==> config.mk <==
export PLATFORM = sky130hd
export DESIGN_NAME = reg_write_back_flat
export DESIGN_NICKNAME = d
export VERILOG_FILES = /design/src/rtl/reg_write_back_pkg.sv /design/src/rtl/reg_write_back_if.sv /design/src/rtl/reg_write_back_reg_file_array.sv /design/src/rtl/reg_write_back.sv /design/src/flat_wrapper.sv
export SDC_FILE = /design/constraint.sdc
export NUM_CORES = 2
export LEC_CHECK = 0
export CAP_MARGIN = 20
export CORE_MARGIN = 2
export CORE_UTILIZATION = 55
export DETAILED_ROUTE_END_ITERATION = 16
export PLACE_DENSITY = 0.72
export SLEW_MARGIN = 20
export SYNTH_ARGS = -nofsm -noshare
export SYNTH_HDL_FRONTEND = slang
export SYNTH_HIERARCHICAL = 1
export SYNTH_SLANG_ARGS = --single-unit
==> constraint.sdc <==
create_clock -name clk -period 84.2 [get_ports clk]
set_clock_uncertainty 0.2 [all_clocks]
set_input_delay 25.26 -clock clk [delete_from_list [all_inputs] [get_ports clk]]
set_output_delay 25.26 -clock clk [all_outputs]
set_load 0.05 [all_outputs]
==> src/rtl/reg_write_back_pkg.sv <==
// ============================================================================
// reg_write_back_pkg : shared RV32I defs, WB entry type, forwarding read helper
// Rev 1.0
// ============================================================================
`default_nettype none

package reg_write_back_pkg;

  localparam int XLEN      = 32;
  localparam int REG_CNT   = 32;
  localparam int REG_IDX_W = 5;

  typedef logic [XLEN-1:0]      xlen_t;
  typedef logic [REG_IDX_W-1:0] ridx_t;

  localparam ridx_t REG_X0 = '0;

  // Major opcodes shared with decode/exec
  localparam logic [6:0] OPC_LOAD   = 7'b0000011;
  localparam logic [6:0] OPC_OP_IMM = 7'b0010011;
  localparam logic [6:0] OPC_AUIPC  = 7'b0010111;
  localparam logic [6:0] OPC_STORE  = 7'b0100011;
  localparam logic [6:0] OPC_OP     = 7'b0110011;
  localparam logic [6:0] OPC_LUI    = 7'b0110111;
  localparam logic [6:0] OPC_BRANCH = 7'b1100011;
  localparam logic [6:0] OPC_JALR   = 7'b1100111;
  localparam logic [6:0] OPC_JAL    = 7'b1101111;

  typedef struct packed {
    logic  pend;
    ridx_t idx;
    xlen_t val;
  } wb_entry_t;

  // x0 first, then the uncommitted WB entry, then the architectural array
  function automatic xlen_t fwd_read(input ridx_t idx, input wb_entry_t wb, input xlen_t arr_val);
    if (idx == REG_X0)
      return '0;
    else if (wb.pend && (wb.idx == idx))
      return wb.val;
    else
      return arr_val;
  endfunction

endpackage

`default_nettype wire

==> src/rtl/reg_write_back_if.sv <==
// ============================================================================
// reg_write_back_if : exec-side write, operand read and debug/status bundle
// Rev 1.0
// ============================================================================
`default_nettype none

interface reg_write_back_if;
  import reg_write_back_pkg::*;

  logic        reg_w_op;
  ridx_t       reg_w_reg_idx;
  xlen_t       reg_w_reg_val;
  logic        wb_flush;
  ridx_t       reg_rs1;
  ridx_t       reg_rs2;
  xlen_t       reg_rs1_val;
  xlen_t       reg_rs2_val;
  ridx_t       dbg_idx;
  xlen_t       dbg_val;
  logic        wb_pending;
  ridx_t       wb_idx;
  logic [31:0] wr_cnt;

  modport master (
    output reg_w_op, reg_w_reg_idx, reg_w_reg_val, wb_flush,
    output reg_rs1, reg_rs2, dbg_idx,
    input  reg_rs1_val, reg_rs2_val, dbg_val, wb_pending, wb_idx, wr_cnt
  );

  modport slave (
    input  reg_w_op, reg_w_reg_idx, reg_w_reg_val, wb_flush,
    input  reg_rs1, reg_rs2, dbg_idx,
    output reg_rs1_val, reg_rs2_val, dbg_val, wb_pending, wb_idx, wr_cnt
  );

endinterface

`default_nettype wire

==> src/rtl/reg_write_back_reg_file_array.sv <==
// ============================================================================
// reg_file_array : 32 x XLEN storage, one sync write, three async reads, x0 = 0
// Rev 1.0
// ============================================================================
`default_nettype none

module reg_file_array
  import reg_write_back_pkg::*;
(
  input  wire logic  clk,
  input  wire logic  rst,
  input  wire logic  we_i,
  input  wire ridx_t w_idx_i,
  input  wire xlen_t w_val_i,
  input  wire ridx_t rs1_idx_i,
  input  wire ridx_t rs2_idx_i,
  input  wire ridx_t dbg_idx_i,
  output xlen_t      rs1_val_o,
  output xlen_t      rs2_val_o,
  output xlen_t      dbg_val_o
);

  xlen_t mem_q [REG_CNT];

  // Entry 0 is cleared on reset and never written, so it stays zero
  always_ff @(posedge clk or posedge rst) begin
    if (rst) begin
      for (int i = 0; i < REG_CNT; i++) mem_q[i] <= '0;
    end else if (we_i && (w_idx_i != REG_X0)) begin
      mem_q[w_idx_i] <= w_val_i;
    end
  end

  assign rs1_val_o = (rs1_idx_i == REG_X0) ? '0 : mem_q[rs1_idx_i];
  assign rs2_val_o = (rs2_idx_i == REG_X0) ? '0 : mem_q[rs2_idx_i];
  assign dbg_val_o = (dbg_idx_i == REG_X0) ? '0 : mem_q[dbg_idx_i];

endmodule

`default_nettype wire

==> src/rtl/reg_write_back.sv <==
// ============================================================================
// reg_write_back : one-entry WB register, forwarding read muxes, commit counter
// Rev 1.0
// ============================================================================
`default_nettype none

module reg_write_back
  import reg_write_back_pkg::*;
(
  input  wire logic        clk,
  input  wire logic        rst,
  reg_write_back_if.slave  wbif
);

  wb_entry_t   wb_q, wb_d;
  logic [31:0] wr_cnt_q;
  xlen_t       arr_rs1, arr_rs2, arr_dbg;

  // Nothing from reg_w_* reaches the read ports in the same cycle; exec reads combinationally
  always_comb begin
    wb_d = '0;
    if (wbif.reg_w_op && !wbif.wb_flush && (wbif.reg_w_reg_idx != REG_X0)) begin
      wb_d.pend = 1'b1;
      wb_d.idx  = wbif.reg_w_reg_idx;
      wb_d.val  = wbif.reg_w_reg_val;
    end
  end

  always_ff @(posedge clk or posedge rst) begin
    if (rst) begin
      wb_q     <= '0;
      wr_cnt_q <= '0;
    end else begin
      wb_q <= wb_d;
      if (wb_q.pend) wr_cnt_q <= wr_cnt_q + 32'd1;
    end
  end

  reg_file_array u_array (
    .clk       (clk),
    .rst       (rst),
    .we_i      (wb_q.pend),
    .w_idx_i   (wb_q.idx),
    .w_val_i   (wb_q.val),
    .rs1_idx_i (wbif.reg_rs1),
    .rs2_idx_i (wbif.reg_rs2),
    .dbg_idx_i (wbif.dbg_idx),
    .rs1_val_o (arr_rs1),
    .rs2_val_o (arr_rs2),
    .dbg_val_o (arr_dbg)
  );

  assign wbif.reg_rs1_val = fwd_read(wbif.reg_rs1, wb_q, arr_rs1);
  assign wbif.reg_rs2_val = fwd_read(wbif.reg_rs2, wb_q, arr_rs2);
  assign wbif.dbg_val     = arr_dbg;
  assign wbif.wb_pending  = wb_q.pend;
  assign wbif.wb_idx      = wb_q.idx;
  assign wbif.wr_cnt      = wr_cnt_q;

endmodule

`default_nettype wire

==> src/flat_wrapper.sv <==
// flat-port wrapper written by rule: the top's interface ports become plain ports
module reg_write_back_flat import reg_write_back_pkg::*;
  (clk, rst, wbif_reg_w_op, wbif_reg_w_reg_idx, wbif_reg_w_reg_val, wbif_wb_flush, wbif_reg_rs1, wbif_reg_rs2, wbif_dbg_idx, wbif_reg_rs1_val, wbif_reg_rs2_val, wbif_dbg_val, wbif_wb_pending, wbif_wb_idx, wbif_wr_cnt);
  reg_write_back_if wbif_i ();
  input  wire logic clk;
  input  wire logic rst;
  input wire logic [$bits(wbif_i.reg_w_op)-1:0] wbif_reg_w_op;
  input wire logic [$bits(wbif_i.reg_w_reg_idx)-1:0] wbif_reg_w_reg_idx;
  input wire logic [$bits(wbif_i.reg_w_reg_val)-1:0] wbif_reg_w_reg_val;
  input wire logic [$bits(wbif_i.wb_flush)-1:0] wbif_wb_flush;
  input wire logic [$bits(wbif_i.reg_rs1)-1:0] wbif_reg_rs1;
  input wire logic [$bits(wbif_i.reg_rs2)-1:0] wbif_reg_rs2;
  input wire logic [$bits(wbif_i.dbg_idx)-1:0] wbif_dbg_idx;
  output wire logic [$bits(wbif_i.reg_rs1_val)-1:0] wbif_reg_rs1_val;
  output wire logic [$bits(wbif_i.reg_rs2_val)-1:0] wbif_reg_rs2_val;
  output wire logic [$bits(wbif_i.dbg_val)-1:0] wbif_dbg_val;
  output wire logic [$bits(wbif_i.wb_pending)-1:0] wbif_wb_pending;
  output wire logic [$bits(wbif_i.wb_idx)-1:0] wbif_wb_idx;
  output wire logic [$bits(wbif_i.wr_cnt)-1:0] wbif_wr_cnt;
  assign wbif_i.reg_w_op = wbif_reg_w_op;
  assign wbif_i.reg_w_reg_idx = wbif_reg_w_reg_idx;
  assign wbif_i.reg_w_reg_val = wbif_reg_w_reg_val;
  assign wbif_i.wb_flush = wbif_wb_flush;
  assign wbif_i.reg_rs1 = wbif_reg_rs1;
  assign wbif_i.reg_rs2 = wbif_reg_rs2;
  assign wbif_i.dbg_idx = wbif_dbg_idx;
  assign wbif_reg_rs1_val = wbif_i.reg_rs1_val;
  assign wbif_reg_rs2_val = wbif_i.reg_rs2_val;
  assign wbif_dbg_val = wbif_i.dbg_val;
  assign wbif_wb_pending = wbif_i.wb_pending;
  assign wbif_wb_idx = wbif_i.wb_idx;
  assign wbif_wr_cnt = wbif_i.wr_cnt;
  reg_write_back u_core (.clk(clk), .rst(rst), .wbif(wbif_i));
endmodule
==> impl_results.md <==
- Outcome: completed
- TNS Setup: 0 ns
- Critical path buffer and inverter count: 5
- Slowest stage delay, CP: 0.98 ns
- Yosys warns: 6
- Core area: 0.1214 mm2
- Dpl cells: 6,223
- Final std cells w/o fill: 6,443
- Detail Route Antenna Nets: 0
- CTS tree: yes
- Maximum capacitance violations: 0
- WP data required: 58.74 ns
- Most frequent CP cell: buf_4
- FF-to-FF Start: u_core/wbif.wb_pending
- Mean post-synth cell area: 13.83 um2
- Slowest library cell on the worst path: clkdlybuf4s50_1
- Critical Path AT: 30.92 ns
- Global Route Usage Sum: 0.3793
- Initial antenna violation count: 12
- R2r endpoint: u_core/u_array/mem_q[256]
- CP Cell Sequence: buf_8, buf_4, buf_4, buf_4, mux2_2, o22ai_1, a221oi_1, o21bai_1, a311oi_1, clkdlybuf4s50_1
- Hold_sp: u_core/u_array/mem_q[1018]
- Distinct cells, synth: 54
- DRT iter0 DRCs: 7,067
- Mapped Cells: 4,850
- Setup Buffers After CTS: 0
- Asr flop ratio synth: 1.000
- Final setup viols: 0
- Final Instance Area: 0.07359 mm2
- WL per Instance: 36.96 um
- Die area: 0.1247 mm2
- Largest area contributor in the netlist: dfrtp_1
- R2R cell count: 4
- CTS Sinks: 1,094
- Hold_buf cts: 0
- CP top delay family: buffers and inverters
- Critical Path Sink Type: primary output
- Register area share after synthesis: 0.4083
- Unrepaired setup endpoints after global routing: false
- Slew of the pin with the lowest slew margin: 1.254 ns
- H-tree depth: 3
- Starting density of the core: 0.5524
- TritonCTS Buffers: 117
- First-pass GRT wire length: 345,100 um
- Net Switching: 0.3516 mW
- Io pins: 190
- Site Rows: 128
- Gpl congestion: 0.9201
- Final slew viol count: 0
- Die width: 353.2 um
- Fin. Hold Viols: 0
- Synth cell count leaders: 1,094 x dfrtp_1, 1,093 x mux2_2, 597 x mux4_2
- Worst Path Class, Setup: in2out
- Hold Path Cell Cnt: 0
- Chip height: 353.2 um
- # fillers: 9,397
- Tmin final: 56.38 ns
- Main synth FF type: dfrtp_1
- Root Driver: clkbuf_16
- Port Buffers: 189
- Fin Hold WS: 0.2188 ns
- Clock power share: 0.422
- Cell area after synthesis: 0.06705 mm2
- Endpoint, Worst Hold: u_core/u_array/mem_q[1018]
- Sw Share: 0.2794
- Hold WC Path Type: reg2reg
- Layout area overhead: 9.740%
- EDFF count, synth: 0
- CTS Buffer Depth: 3
- Dpl hpwl: 138,800 um
- Avg Vias per Cell: 7.585
- Initial DRT Pass Iterations: 8
- Most numerous cell in the Yosys netlist: dfrtp_1
- Tcrit/Tclk final: 0.6696
- Max VDD drop: 0.02325 mV
- Layout net count: 4,775
- Power per Cell Area: 17.10 mW/mm2
- Reg area: 0.02738 mm2
- Vias in the first global route: 48,469
- WL final: 238,200 um
- Grt total ovfl: 0
- DRC viols: 0
- Sequential Power Share: 0.441
- Clock-pin transition on the worst setup and hold timing paths: 0.06 ns
- Net Count, Synth: 4,907
- Relative slew slack: 0.1624
- Startpoint Class: primary input
- Yosys reg bits: 1,094
- Tot Pwr: 1.258 mW
- Clock latency on the worst-skew pair: 0.76 ns
- Pleak: 32.50 nW
- Post_cts resized: 0
- Multi-input gate area: 0.03726 mm2
- DP Area: 0.06964 mm2
- Layout cells sized above 1: 0.4393
- Combinational Power Share: 0.137
- Reg-to-reg slack, setup: 80.01 ns
- Critical path peak fanout: 57
- Internal power: 0.9066 mW
- Achievable frequency: 17.74 MHz
- Vias post-DR: 48,869
- Largest net degree at the start of global routing: 172
- Yosys top cell area share: 0.4083
- Ranking of synthesized cells by area: dfrtp_1 41%, mux4_2 20%, mux2_2 18%
[metrics by stage]
step	utilization	setup slack (ns)
finish	0.6062	27.82
global route	0.6061	27.54
CTS	0.6057	27.90
detailed placement	0.5737	27.92
global placement	0.5736	27.97
floorplan	-	29.92
[worst register-to-register path, stage by stage, from the launching register on]
cell     delay (ns)
dfrtp_1        1.14
nand3_1        0.59
nor2_4         1.12
buf_4          0.60
mux2_2         0.42
[cells by family (layout without fill, tap and decap cells)]
kind of cell             Yosys count  count (layout)  share of synthesized area
XOR/XNOR                          41              41                   0.005355
other                              0               4                          0
buffers and inverters            577             541                    0.04139
multiplexers                    2043            2043                     0.4368
adder cells (fa/ha/maj)            1               1                  0.0001866
AO/OA/AOI/OAI                    624             624                    0.06570
AND/OR/NAND/NOR                  470             470                    0.04234
flip-flops                      1094            1094                     0.4083
[power groups by stage]
stage,registers [mW],clock network [mW],logic [mW]
2_1_floorplan,0.562,0,0.111
3_3_place_gp,0.563,0,0.167
3_5_place_dp,0.563,0,0.168
4_1_cts,0.554,0.534,0.169
5_1_grt,0.556,0.557,0.178
6_report,0.555,0.531,0.173
[registers in the layout, summed over array words and instances, names as in the netlist]
name,cells
u_core/u_array/mem_q,1024
u_core/wb_q,32
u_core/wbif.wr_cnt,32
u_core/wbif.wb_idx,5
u_core/wbif.wb_pending,1
[cell type report]
class	count	share of cell area
antenna	4	0.0001360
clock buffer	179	0.04720
clock inverter	36	0.005628
inverter	4	0.0003401
multi-input combinational	3179	0.5063
sequential	1094	0.3721
tap	1625	0.02763
timing repair buffer	322	0.04064
[worst max path at each step]
stage	start	to	slack, ns	depth (start not counted)
final	wbif_dbg_idx[0]	wbif_dbg_val[27]	27.82	10
after global routing	wbif_dbg_idx[0]	wbif_dbg_val[27]	27.54	10
after CTS	wbif_dbg_idx[0]	wbif_dbg_val[27]	27.90	10
after detailed placement	wbif_dbg_idx[0]	wbif_dbg_val[27]	27.92	10
after global placement	wbif_dbg_idx[0]	wbif_dbg_val[27]	27.97	10
after floorplan	rst	u_core/u_array/mem_q[0]	29.92	1
[cell usage in the layout (no fill, tap or decap), drive strengths merged, types with 33 or more instances in the layout]
| master | Yosys | routed |
|---|---|---|
| xnor2 | 33 | 33 |
| and2 | 41 | 41 |
| nor2b | 137 | 137 |
| nor4 | 67 | 67 |
| mux4 | 597 | 597 |
| clkbuf | 292 | 180 |
| nand2 | 35 | 35 |
| buf | 281 | 145 |
| a211oi | 130 | 130 |
| o21ai | 67 | 67 |
| a21oi | 112 | 112 |
| dfrtp | 1094 | 1094 |
| nand3 | 78 | 78 |
| a22o | 71 | 71 |
| mux2i | 353 | 353 |
| a22oi | 71 | 71 |
| o22ai | 66 | 66 |
| mux2 | 1093 | 1093 |
| clkdlybuf4s50 | 0 | 176 |
[layer usage]
metal  global-route usage  wire [um]  up-vias
met5             0.004906         69        -
met4               0.2043      15160       12
met3               0.1525      35030      888
met2               0.5297     100000     3793
met1               0.5070      87860    25350
li1                     -          -    18826
Power figures use the tool's default switching activity.
